File: config.mk
export PLATFORM = sky130hd
export DESIGN_NAME = spi_slave_rx
export DESIGN_NICKNAME = d
export VERILOG_FILES = /design/src/rtl/spi_slave_rx.sv
export SDC_FILE = /design/constraint.sdc
export NUM_CORES = 1
export LEC_CHECK = 0
export BUFFER_PORTS_ARGS = -buffer_cell sky130_fd_sc_hd__buf_2
export CAP_MARGIN = 20
export CORE_AREA = 4 4 53 79
export DETAILED_ROUTE_END_ITERATION = 7
export DIE_AREA = 0 0 57 83
export PLACE_DENSITY_LB_ADDON = 0.3
export RECOVER_POWER = 50
export SLEW_MARGIN = 20
export SYNTH_ARGS = -nofsm -noshare
export SYNTH_HDL_FRONTEND = slang
export SYNTH_SLANG_ARGS = --single-unit
File: constraint.sdc
create_clock -name clk -period 1.45 [get_ports clk]
set_clock_uncertainty 0.2 [all_clocks]
set_input_delay 0.29 -clock clk [delete_from_list [all_inputs] [get_ports clk]]
set_output_delay 0.29 -clock clk [all_outputs]
set_load 0.05 [all_outputs]
File: src/rtl/spi_slave_rx.sv
`default_nettype none
// ============================================================================
// Module      : spi_slave_rx
// Description : SPI mode-0 slave receiver. Oversamples sclk/ss/mosi in the
//               clk domain, shifts mosi MSB-first on rising sclk while ss is
//               low, and presents each completed word with a one-clk strobe.
// Ports       : clk       - system clock (rising edge)
//               rst       - asynchronous active-low reset
//               sclk      - SPI clock from master, idle low
//               ss        - slave select, active low
//               mosi      - serial data, MSB first
//               rx_data   - last complete word, held until the next one
//               rx_valid  - one-clk pulse when rx_data updates
//               frame_err - one-clk pulse when ss rises on a partial word
//               busy      - high while a frame is in progress
// Revision    : 1.0 - initial release
// ============================================================================
module spi_slave_rx #(
    parameter int DATA_WIDTH  = 12,
    parameter int SYNC_STAGES = 2
) (
    input  logic                  clk,
    input  logic                  rst,
    input  logic                  sclk,
    input  logic                  ss,
    input  logic                  mosi,
    output logic [DATA_WIDTH-1:0] rx_data,
    output logic                  rx_valid,
    output logic                  frame_err,
    output logic                  busy
);

    localparam int              CW       = $clog2(DATA_WIDTH);
    localparam logic [CW-1:0]   LAST_BIT = CW'(DATA_WIDTH - 1);
    localparam logic [2:0]      FLUSH    = 3'(SYNC_STAGES + 1);
    localparam logic [0:0]      ST_IDLE  = 1'b0;
    localparam logic [0:0]      ST_SHIFT = 1'b1;

    // ------------------------------------------------------------------
    // Synchronisers plus one history flop on sclk and ss
    // ------------------------------------------------------------------
    logic [SYNC_STAGES-1:0] sclk_sync_q;
    logic [SYNC_STAGES-1:0] ss_sync_q;
    logic [SYNC_STAGES-1:0] mosi_sync_q;
    logic                   sclk_hist_q;
    logic                   ss_hist_q;

    always_ff @(posedge clk or negedge rst) begin
        if (!rst) begin
            sclk_sync_q <= '0;
            ss_sync_q   <= '1;
            mosi_sync_q <= '0;
            sclk_hist_q <= 1'b0;
            ss_hist_q   <= 1'b1;
        end else begin
            sclk_sync_q <= {sclk_sync_q[SYNC_STAGES-2:0], sclk};
            ss_sync_q   <= {ss_sync_q[SYNC_STAGES-2:0], ss};
            mosi_sync_q <= {mosi_sync_q[SYNC_STAGES-2:0], mosi};
            sclk_hist_q <= sclk_sync_q[SYNC_STAGES-1];
            ss_hist_q   <= ss_sync_q[SYNC_STAGES-1];
        end
    end

    logic w_sync_sclk, w_sync_ss, w_sync_mosi;
    logic w_rise_sclk, w_ss_fall, w_ss_rise;

    assign w_sync_sclk = sclk_sync_q[SYNC_STAGES-1];
    assign w_sync_ss   = ss_sync_q[SYNC_STAGES-1];
    assign w_sync_mosi = mosi_sync_q[SYNC_STAGES-1];
    assign w_rise_sclk = w_sync_sclk & ~sclk_hist_q;
    assign w_ss_fall   = ~w_sync_ss & ss_hist_q;
    assign w_ss_rise   = w_sync_ss & ~ss_hist_q;

    // ------------------------------------------------------------------
    // Receive state
    // ------------------------------------------------------------------
    logic [0:0]            state_q,     state_d;
    logic [CW-1:0]         cnt_q,       cnt_d;
    logic [DATA_WIDTH-1:0] shift_q,     shift_d;
    logic                  done_q,      done_d;
    logic [DATA_WIDTH-1:0] rx_data_q,   rx_data_d;
    logic                  rx_valid_q,  rx_valid_d;
    logic                  frame_err_q, frame_err_d;
    logic [2:0]            flush_q,     flush_d;
    logic                  armed_q,     armed_d;
    logic                  w_last_rise;

    assign w_last_rise = w_rise_sclk && (cnt_q == LAST_BIT);

    always_comb begin
        state_d     = state_q;
        cnt_d       = cnt_q;
        shift_d     = shift_q;
        done_d      = 1'b0;
        rx_data_d   = rx_data_q;
        rx_valid_d  = 1'b0;
        frame_err_d = 1'b0;
        flush_d     = flush_q;
        armed_d     = armed_q;

        // The ss synchroniser resets to "deselected"; if ss is low when
        // reset is released the chain produces a false falling edge. Only
        // accept a frame start once the chain holds real samples and ss
        // has actually been seen high.
        if (flush_q != FLUSH) begin
            flush_d = flush_q + 3'd1;
        end else if (w_sync_ss) begin
            armed_d = 1'b1;
        end

        // Word completion is pipelined one cycle behind the last shift so
        // it still retires when ss rises in the same cycle.
        if (done_q) begin
            rx_data_d  = shift_q;
            rx_valid_d = 1'b1;
        end

        case (state_q)
            ST_IDLE: begin
                if (w_ss_fall && armed_q) begin
                    state_d = ST_SHIFT;
                    cnt_d   = '0;
                end
            end
            ST_SHIFT: begin
                if (w_rise_sclk) begin
                    shift_d = {shift_q[DATA_WIDTH-2:0], w_sync_mosi};
                    if (w_last_rise) begin
                        cnt_d  = '0;
                        done_d = 1'b1;
                    end else begin
                        cnt_d = cnt_q + 1'b1;
                    end
                end
                if (w_ss_rise) begin
                    state_d = ST_IDLE;
                    cnt_d   = '0;
                    if (!w_last_rise && (cnt_q != '0)) begin
                        frame_err_d = 1'b1;
                    end
                end
            end
            default: state_d = ST_IDLE;
        endcase
    end

    always_ff @(posedge clk or negedge rst) begin
        if (!rst) begin
            state_q     <= ST_IDLE;
            cnt_q       <= '0;
            shift_q     <= '0;
            done_q      <= 1'b0;
            rx_data_q   <= '0;
            rx_valid_q  <= 1'b0;
            frame_err_q <= 1'b0;
            flush_q     <= '0;
            armed_q     <= 1'b0;
        end else begin
            state_q     <= state_d;
            cnt_q       <= cnt_d;
            shift_q     <= shift_d;
            done_q      <= done_d;
            rx_data_q   <= rx_data_d;
            rx_valid_q  <= rx_valid_d;
            frame_err_q <= frame_err_d;
            flush_q     <= flush_d;
            armed_q     <= armed_d;
        end
    end

    assign rx_data   = rx_data_q;
    assign rx_valid  = rx_valid_q;
    assign frame_err = frame_err_q;
    assign busy      = (state_q == ST_SHIFT);

endmodule
`default_nettype wire

Word level (Yosys, flattened, before mapping)
Index checks and enable logic that the tools add are counted.
Widths: inputs -> output; s select.
- $add $sub $neg: 2
- $mul: 0
- divide/modulo/power cells: 0
- magnitude comparators: 0
- equal/unequal tests: 4
- shift-type cells: 0
- multiplexer cells: 15
- bitwise operators: 8
- reduce and logical (&&, ||, !) cells: 8
- operator list (kind ; number):
    $mux 4 ; 4
    $mux 1 ; 9
    $pmux 4 s2 ; 1
    $reduce_and 2->1 ; 3
    $not 1->1 ; 5
    $add 4x1->4 const B ; 1
    $eq 4x4->1 const B ; 1
    $reduce_bool 4->1 ; 1
    $add 3x1->3 const B ; 1
    $and 1x1->1 ; 3
    $logic_and 1x1->1 ; 3
    $ne 3x2->1 const B ; 1
    $ne 3x3->1 const B ; 1
    $ne 2x2->1 const B ; 1
    $pmux 1 s2 ; 1
    $logic_not 1->1 ; 1
- bits in registers: 44
- latch bits: 0
- RAM bits: 0
- memory bits (read-only): 0
- bits of input ports: 5
- word-level logic and storage cells: 51
- memories kept: 0

Longest topological paths before layout
Gate-level depths: netlist of the first run.
- depth in word-level cells: 8
- gate-level depth with buffers: 5
- mapped depth without buffers: 5

Worst setup path after synthesis of the first run
OpenSTA, ideal clock, no wires.
- path kind: register to register
- start point: register state_q (netlist: busy)
- end point: register cnt_q[3]
- setup time: 0.080 ns
- arrival: 1.348 ns
- setup slack: -0.178 ns
- cell stages (with the launch flop): 4
- period minus slack after synthesis: 1.628 ns
- cell sequence: dfrtp_1 > o2111ai_1 > or3_1 > o211ai_2
- word-level cells in the longest chain between the ends: 3
- elaborated cells on any way between the ends: 5
- those cells by class: eq/ne (2); mux (1); bitwise (1); reduce/logical (1)
- RTL lines (what ; line ; source):
    start, declared ; 77 ; logic [0:0] state_q, state_d;
    start signal, assigned ; 159 ; state_q <= state_d;
    $not 1->1 ; -- ;
    $ne 2x2->1 (no source line) ; -- ;
    $reduce_and 2->1 (no source line) ; -- ;
    end signal, assigned ; 160 ; cnt_q <= cnt_d;
    end, declared ; 78 ; logic [CW-1:0] cnt_q, cnt_d;
Several ways; a longest one is shown, not always the timed one.
A chain may end at the register's enable or synchronous reset.

Final worst setup path of the first run
- start point: register cnt_q[0]
- end point: register cnt_q[3]
- word-level cells in the longest chain between the ends: 6
- elaborated cells on any way between the ends: 7
- those cells by class: add/sub (1); eq/ne (1); mux (4); reduce/logical (1)
- RTL lines (what ; line ; source):
    parallel branches: the longest is 2 deep, another holds $add 4x1->4 ; -- ;
    $mux 4 * ; 128 ; if (w_last_rise) begin
    $mux 4 * ; 126 ; if (w_rise_sclk) begin
    $mux 4 * ; 135 ; if (w_ss_rise) begin
    $pmux 4 s2 * ; 118 ; case (state_q)
Mark *: on every way between the ends. The select of a mux whose other input is x is not followed.

==> reports/qor.yml, run 1 <==
status:
  status: "complete, but fails checks"
  violations: "setup timing"
detailed_routing:
  wl_per_cell_um: 15.7
  antenna_left: 0
  dr.pass1.iters: 4
  avgViaCountPerCell: 5.07
  drt_iter0_markers: 19
  vias: 1055
  drt-total-wl_mm: 3.26
  drt_drc_violations_left: 0
timing:
  worst_slew_pin_slew_ps: 576
  rsz0062_at_grt: "yes"
  slew_headroom_pct: 61.6
  setup_viol: 4
  period_needed_ps: 1580
  fin_crit_sh_pct: 109
  fmax_mhz: 631
  hold_viol_final: 0
  finalHoldWorstSlack_ps: 160
  setup_slack_ps: -134
  setup_tns_ps: -181
  slew_viol_final: 0
synthesis:
  synth_cell_types: 28
  synth_area_sq_mm: 0.00168
  yosys_warnings: 0
  yosys.area.top_type: "dfrtp_1"
  yosysSeqAreaShare_pct: 65.6
  synthTopCellsByArea: "dfrtp_1 (61%), mux2_2 (17%), dfstp_2 (4.7%)"
  synth_nets: 124
  synthCells: 115
  syn_area_per_cell_sq_um: 14.6
  synth_top_area_share_pct: 60.9
  synth_seq_cells: 44
worst_setup_path:
  crit_arrival_ps: 1600
  critPathLaunchType: "flop"
  critPathMaxStageDelay_ps: 400
  endpoint_kind: "flop"
  path_class: "reg -> reg"
  worstPathCellList: "ha_2, nand3b_1, o2111ai_2, or3_1, o211ai_2"
  crit_required_ps: 1470
  worstPathMaxFanout: 3
  crit_slowest_cell: "dfrtp_1"
pwr:
  fin_total_pwr_mw: 2.53
  powerDensity_mw_per_mm2: 1130
  p_leak_nw: 1.10
  irDropWorstVdd_mv: 0.803
clock_network:
  numCtsBuffers: 5
  cts_buffer_depth: 2
  cts.clk_slew.worst_paths_ps: 80
  cts-root-buf: "clkbuf_8"
  cts_sinks: 44
  clock_latency_ps: 290
  cts_max_level: 2
  cts_tree: "built"
job:
  maxCapViolCount: 0
global_routing:
  antenna_found_initial: 0
  gr-usage-all-layers_pct: 14.8
  grt_remaining_overflow: 0
  grt_first_pass_wirelength_mm: 5.29
  grt_pass1_vias: 1158
  grt_max_degree: 27
placement:
  place.gp.congestion: 0.703
  dp_slack_ps: -187
  dpl-instance-area_sq_mm: 0.00191
  placedCellCount: 184
  dp_hpwl_mm: 2.09
  place.port_buffers: 19
floorplan:
  die_w_um: 57
  die_area_sq_mm: 0.00473
  coreArea_sq_mm: 0.00358
  die_h_um: 83
  num_rows: 27
  pin_count: 20
  initial_core_util_pct: 47.0
final_layout:
  final_layout_size_suffix_gt1_share_pct: 55.2
  fin_nets: 174
  area_delta_synth_final_pct: 32.7
  diodes: 0
  stdcell_count: 208
  fin_area_sq_mm: 0.00223
  final_util_pct: 62.4
hold_path:
  hold_class: "reg -> reg"
area by class of cell:
cell class / count / area [sq um]
fill: 287 / 1350
clock inverter: 1 / 5.00
inverter: 7 / 28.8
clock buffer: 6 / 72.6
multi-input combinational: 62 / 614
tap: 43 / 53.8
sequential: 44 / 1110
timing repair buffer: 45 / 354
metal layers:
metal | share of wire [%] | GRT usage [%] | vias to the layer above
met4 | 2.8 | 7.59 | 0
met2 | 55 | 25.6 | 23
met3 | 4.4 | 4.82 | 10
met1 | 38 | 15.7 | 528
met5 | 0 | 0 | -
li1 | - | - | 494
flip-flops by register name (all words and copies together), names as in the netlist:
signal and flops:
rx_data 12, shift_q 12, cnt_q 4, flush_q 3, mosi_sync_q 2, sclk_sync_q 2, ss_sync_q 2, armed_q 1
busy 1, done_q 1, frame_err 1, rx_valid 1, sclk_hist_q 1, ss_hist_q 1
critical path, delay by kind of cell (launching register included):
kind / cells / cell delay, ps
AOI/OAI and AO/OA: 2 / 210
adders and majority gates: 1 / 190
DFF: 1 / 400
and+or+nand+nor: 2 / 510
cell usage in the layout, fill, tap and decap left out, types with 2 or more instances in the layout:
| cell | netlist | routed |
|---|---|---|
| buf_2 | 1 | 13 |
| nand2_4 | 0 | 2 |
| dfrtp_1 | 41 | 40 |
| dfstp_2 | 3 | 2 |
| nand2_1 | 7 | 6 |
| clkbuf_4 | 0 | 6 |
| nor2_2 | 0 | 2 |
| ha_2 | 0 | 3 |
| inv_1 | 7 | 6 |
| clkbuf_1 | 0 | 2 |
| o21ai_0 | 4 | 2 |
| buf_6 | 1 | 4 |
| or3_1 | 2 | 2 |
| buf_4 | 0 | 14 |
| clkbuf_8 | 0 | 5 |
| dlygate4sd3_1 | 0 | 4 |
| mux2_2 | 25 | 25 |
final timing paths:
kind / from / to / slack, ps / cells past startpoint
worst min-delay path: sclk_sync_q[0] / sclk_sync_q[1] / 160 / 0
worst max register to register: cnt_q[0] / cnt_q[3] / -130 / 5
worst min register to register: sclk_sync_q[0] / sclk_sync_q[1] / 160 / 0
min in group asynchronous: rst / cnt_q[3] / 300 / 2
worst max-delay path: cnt_q[0] / cnt_q[3] / -130 / 5
max in group asynchronous: rst / ss_sync_q[0] / 30 / 3
cell families (layout without fill, tap and decap cells):
| logic type | count (synthesis) | count (layout) | share of synthesized area, % |
|---|---|---|---|
| muxes | 26 | 26 | 17.3 |
| adders and majority gates | 4 | 4 | 2.97 |
| AOI/OAI and AO/OA | 12 | 12 | 5.20 |
| DFF | 44 | 44 | 65.6 |
| xor gates and xnor gates | 1 | 1 | 0.520 |
| buffers and inverters | 9 | 59 | 2.53 |
| and+or+nand+nor | 19 | 19 | 5.87 |
power breakdown:
part / switching (mW) / internal, mW / total (mW)
Sequential: 0.0985 / 1.36 / 1.46
Combinational: 0.154 / 0.204 / 0.359
Clock: 0.382 / 0.328 / 0.709
cells in the mapped netlist (all sizes together):
library cell	count
o221a	1
nand3	1
o21a	1
nor2	3
o2111ai	1
mux2i	1
a21o	1
a2111oi	1
nand4	1
o21ai	4
dfstp	3
inv	7
mux2	25
dfrtp	41
a21oi	1
nand2	8
buf	2
o211ai	1
nor2b	1
ha	4
xnor2	1
o22ai	1
nand3b	1
or3	2
nand2b	2
repair_timing:
| item | in CTS | in global routing |
|---|---|---|
| pin swaps | 1 | 3 |
| buffers inserted | 7 | 6 |
| gates resized for setup | 12 | 17 |
| cloned | 0 | 1 |
| endpoints found under the hold margin | 44 | 0 |
| hold buffers | 4 | 0 |
| endpoints found under the setup margin | 7 | 23 |
No activity file was read; power rests on OpenSTA's default activity.
==> run 2: changes to the inputs <==
--- a/config.mk
+++ b/config.mk
@@ -7,9 +7,9 @@
 export LEC_CHECK = 0
 export BUFFER_PORTS_ARGS = -buffer_cell sky130_fd_sc_hd__buf_2
 export CAP_MARGIN = 20
-export CORE_AREA = 4 4 53 79
+export CORE_AREA = 4 4 64 66
 export DETAILED_ROUTE_END_ITERATION = 7
-export DIE_AREA = 0 0 57 83
+export DIE_AREA = 0 0 68 70
 export PLACE_DENSITY_LB_ADDON = 0.3
 export RECOVER_POWER = 50
 export SLEW_MARGIN = 20
==> reports/qor.yml, run 2 (synthesis gave the netlist of run 1 again) <==
clock_network:
  cts_sinks: 44
  numCtsBuffers: 5
  cts.clk_slew.worst_paths_ps: 120
  clock_latency_ps: 360
  cts_max_level: 2
  cts_buffer_depth: 2
  cts_tree: "built"
  cts-root-buf: "clkbuf_4"
hold_path:
  hold_depth: 0
  hold_class: "reg -> reg"
final_layout:
  area_delta_synth_final_pct: 37.0
  layout_commonest_cell: "dfrtp_1"
  final_util_pct: 64.5
  num-fill-cells: 273
  diodes: 0
  final_cell_mix: "dfrtp_1 (40), mux2_2 (25), buf_4 (17)"
  final_layout_size_suffix_gt1_share_pct: 54.9
  stdcell_count: 212
  fin_nets: 172
pwr:
  p_leak_nw: 1.11
  p_seq_share_pct: 56.0
  p_int_mw: 1.97
  pwr-share-clk_pct: 31.1
  fin_total_pwr_mw: 2.62
  swShare_pct: 24.9
  p_switching_uw: 653
  pwr-share-comb_pct: 12.9
  irDropWorstVdd_mv: 0.809
  powerDensity_mw_per_mm2: 1130
worst_setup_path:
  worstPathCellList: "nand2b_4, nand2_1, or3_1, o211ai_2"
  worstPathMaxFanout: 4
  crit_arrival_ps: 1650
  path_class: "reg -> reg"
  endpoint_kind: "flop"
  critPathLaunchType: "flop"
  crit_slowest_cell: "dfstp_2"
  critPathMaxStageDelay_ps: 580
  worst_r2r_path_depth: 4
  crit_required_ps: 1530
floorplan:
  die_area_sq_mm: 0.00476
  initial_core_util_pct: 47.1
  die_h_um: 70
  die_w_um: 68
  pin_count: 20
  coreArea_sq_mm: 0.00358
  num_rows: 22
detailed_routing:
  vias: 1052
  dr.pass1.iters: 4
  drt_drc_violations_left: 0
  drt-total-wl_mm: 3.08
  wl_per_cell_um: 14.5
  drt_iter0_markers: 42
  antenna_left: 0
  avgViaCountPerCell: 4.96
timing:
  period_needed_ps: 1570
  setup_tns_ps: -231
  fmax_mhz: 639
  hold_viol_final: 0
  setup_viol: 8
  slew_viol_final: 0
  fin_crit_sh_pct: 108
  rsz0062_at_grt: "yes"
  worst_slew_pin_slew_ps: 564
  slew_headroom_pct: 62.4
  setup_slack_ps: -115
status:
  status: "complete, but fails checks"
  violations: "setup timing"
global_routing:
  grt_pass1_vias: 1121
  grt_first_pass_wirelength_mm: 4.95
  met3_usage_pct: 3.86
  grt_max_degree: 45
  grt_remaining_overflow: 0
  gr-usage-all-layers_pct: 13.8
  gr-usage-met1_pct: 17.6
  met2_usage_pct: 21.4
  grt-busiest-layer: "met2"
  antenna_found_initial: 0
placement:
  place.port_buffers: 19
  dp_hpwl_mm: 1.82
  placedCellCount: 190
  place.gp.congestion: 0.847
job:
  maxCapViolCount: 0
==> run 2: changes by cell type in the layout (fill, tap and decap cells not counted), moves of 2 or more <==
cell      previous run  this run
buf_4               14        17
clkbuf_1             2         0
clkbuf_4             6         8
clkbuf_8             5         1
buf_2               13         4
buf_6                4        13
==> run 2: per-layer routing <==
metal	share of wire, %	wire, um
met3	4.5	140
met4	1.2	37
met1	44	1340
met5	0	0
met2	51	1560
==> run 2: area by class of cell <==
type | instances | area (sq um) | area share, %
Clock buffer | 6 | 51.3 | 2.22
Multi-Input combinational cell | 62 | 623 | 27.0
Clock inverter | 2 | 38.8 | 1.68
Timing Repair Buffer | 43 | 402 | 17.4
Inverter | 7 | 26.3 | 1.14
Sequential cell | 44 | 1110 | 47.9
Tap cell | 48 | 60.1 | 2.60
==> run 2: final timing paths <==
check | startpoint | end | slack (ps)
min in group asynchronous | rst | sclk_hist_q | 350
hold reg to reg | ss_sync_q[0] | ss_sync_q[1] | 160
setup / recovery | ss_hist_q | cnt_q[3] | -120
setup reg to reg | ss_hist_q | cnt_q[3] | -120
max in group asynchronous | rst | busy | 260
hold / removal | ss_sync_q[0] | ss_sync_q[1] | 160
==> run 2: metrics by stage <==
step	instance area (sq um)	setup slack (ps)	hold WS, ps
global placement	1920	-23.9	81.6
global route	2310	-188	166
CTS	2170	-95.7	165
finish	2310	-115	164
detailed placement	1920	-125	88.3
floorplan	1690	-64.4	-206
==> run 2: critical path, delay by kind of cell (launching register included) <==
family | cells | cell delay [ps]
compound gates | 1 | 80
flops | 1 | 580
simple gates | 3 | 650
==> run 2: power by group through the flow <==
stage	clock (mW)	sequential [mW]	combinational [mW]
final	0.815	1.47	0.338
after global routing	0.878	1.49	0.372
after CTS	0.825	1.46	0.306
after detailed placement	0	1.49	0.270
after global placement	0	1.47	0.254
after floorplan	0	1.47	0.162
==> run 2: what timing repair did <==
action	4_1_cts	5_1_grt
cloned	0	1
hold buffers	4	0
pin swaps	1	5
endpoints found under the setup margin	20	22
resized for setup	30	17
buffers inserted	4	5
hold endpoints to repair	47	0
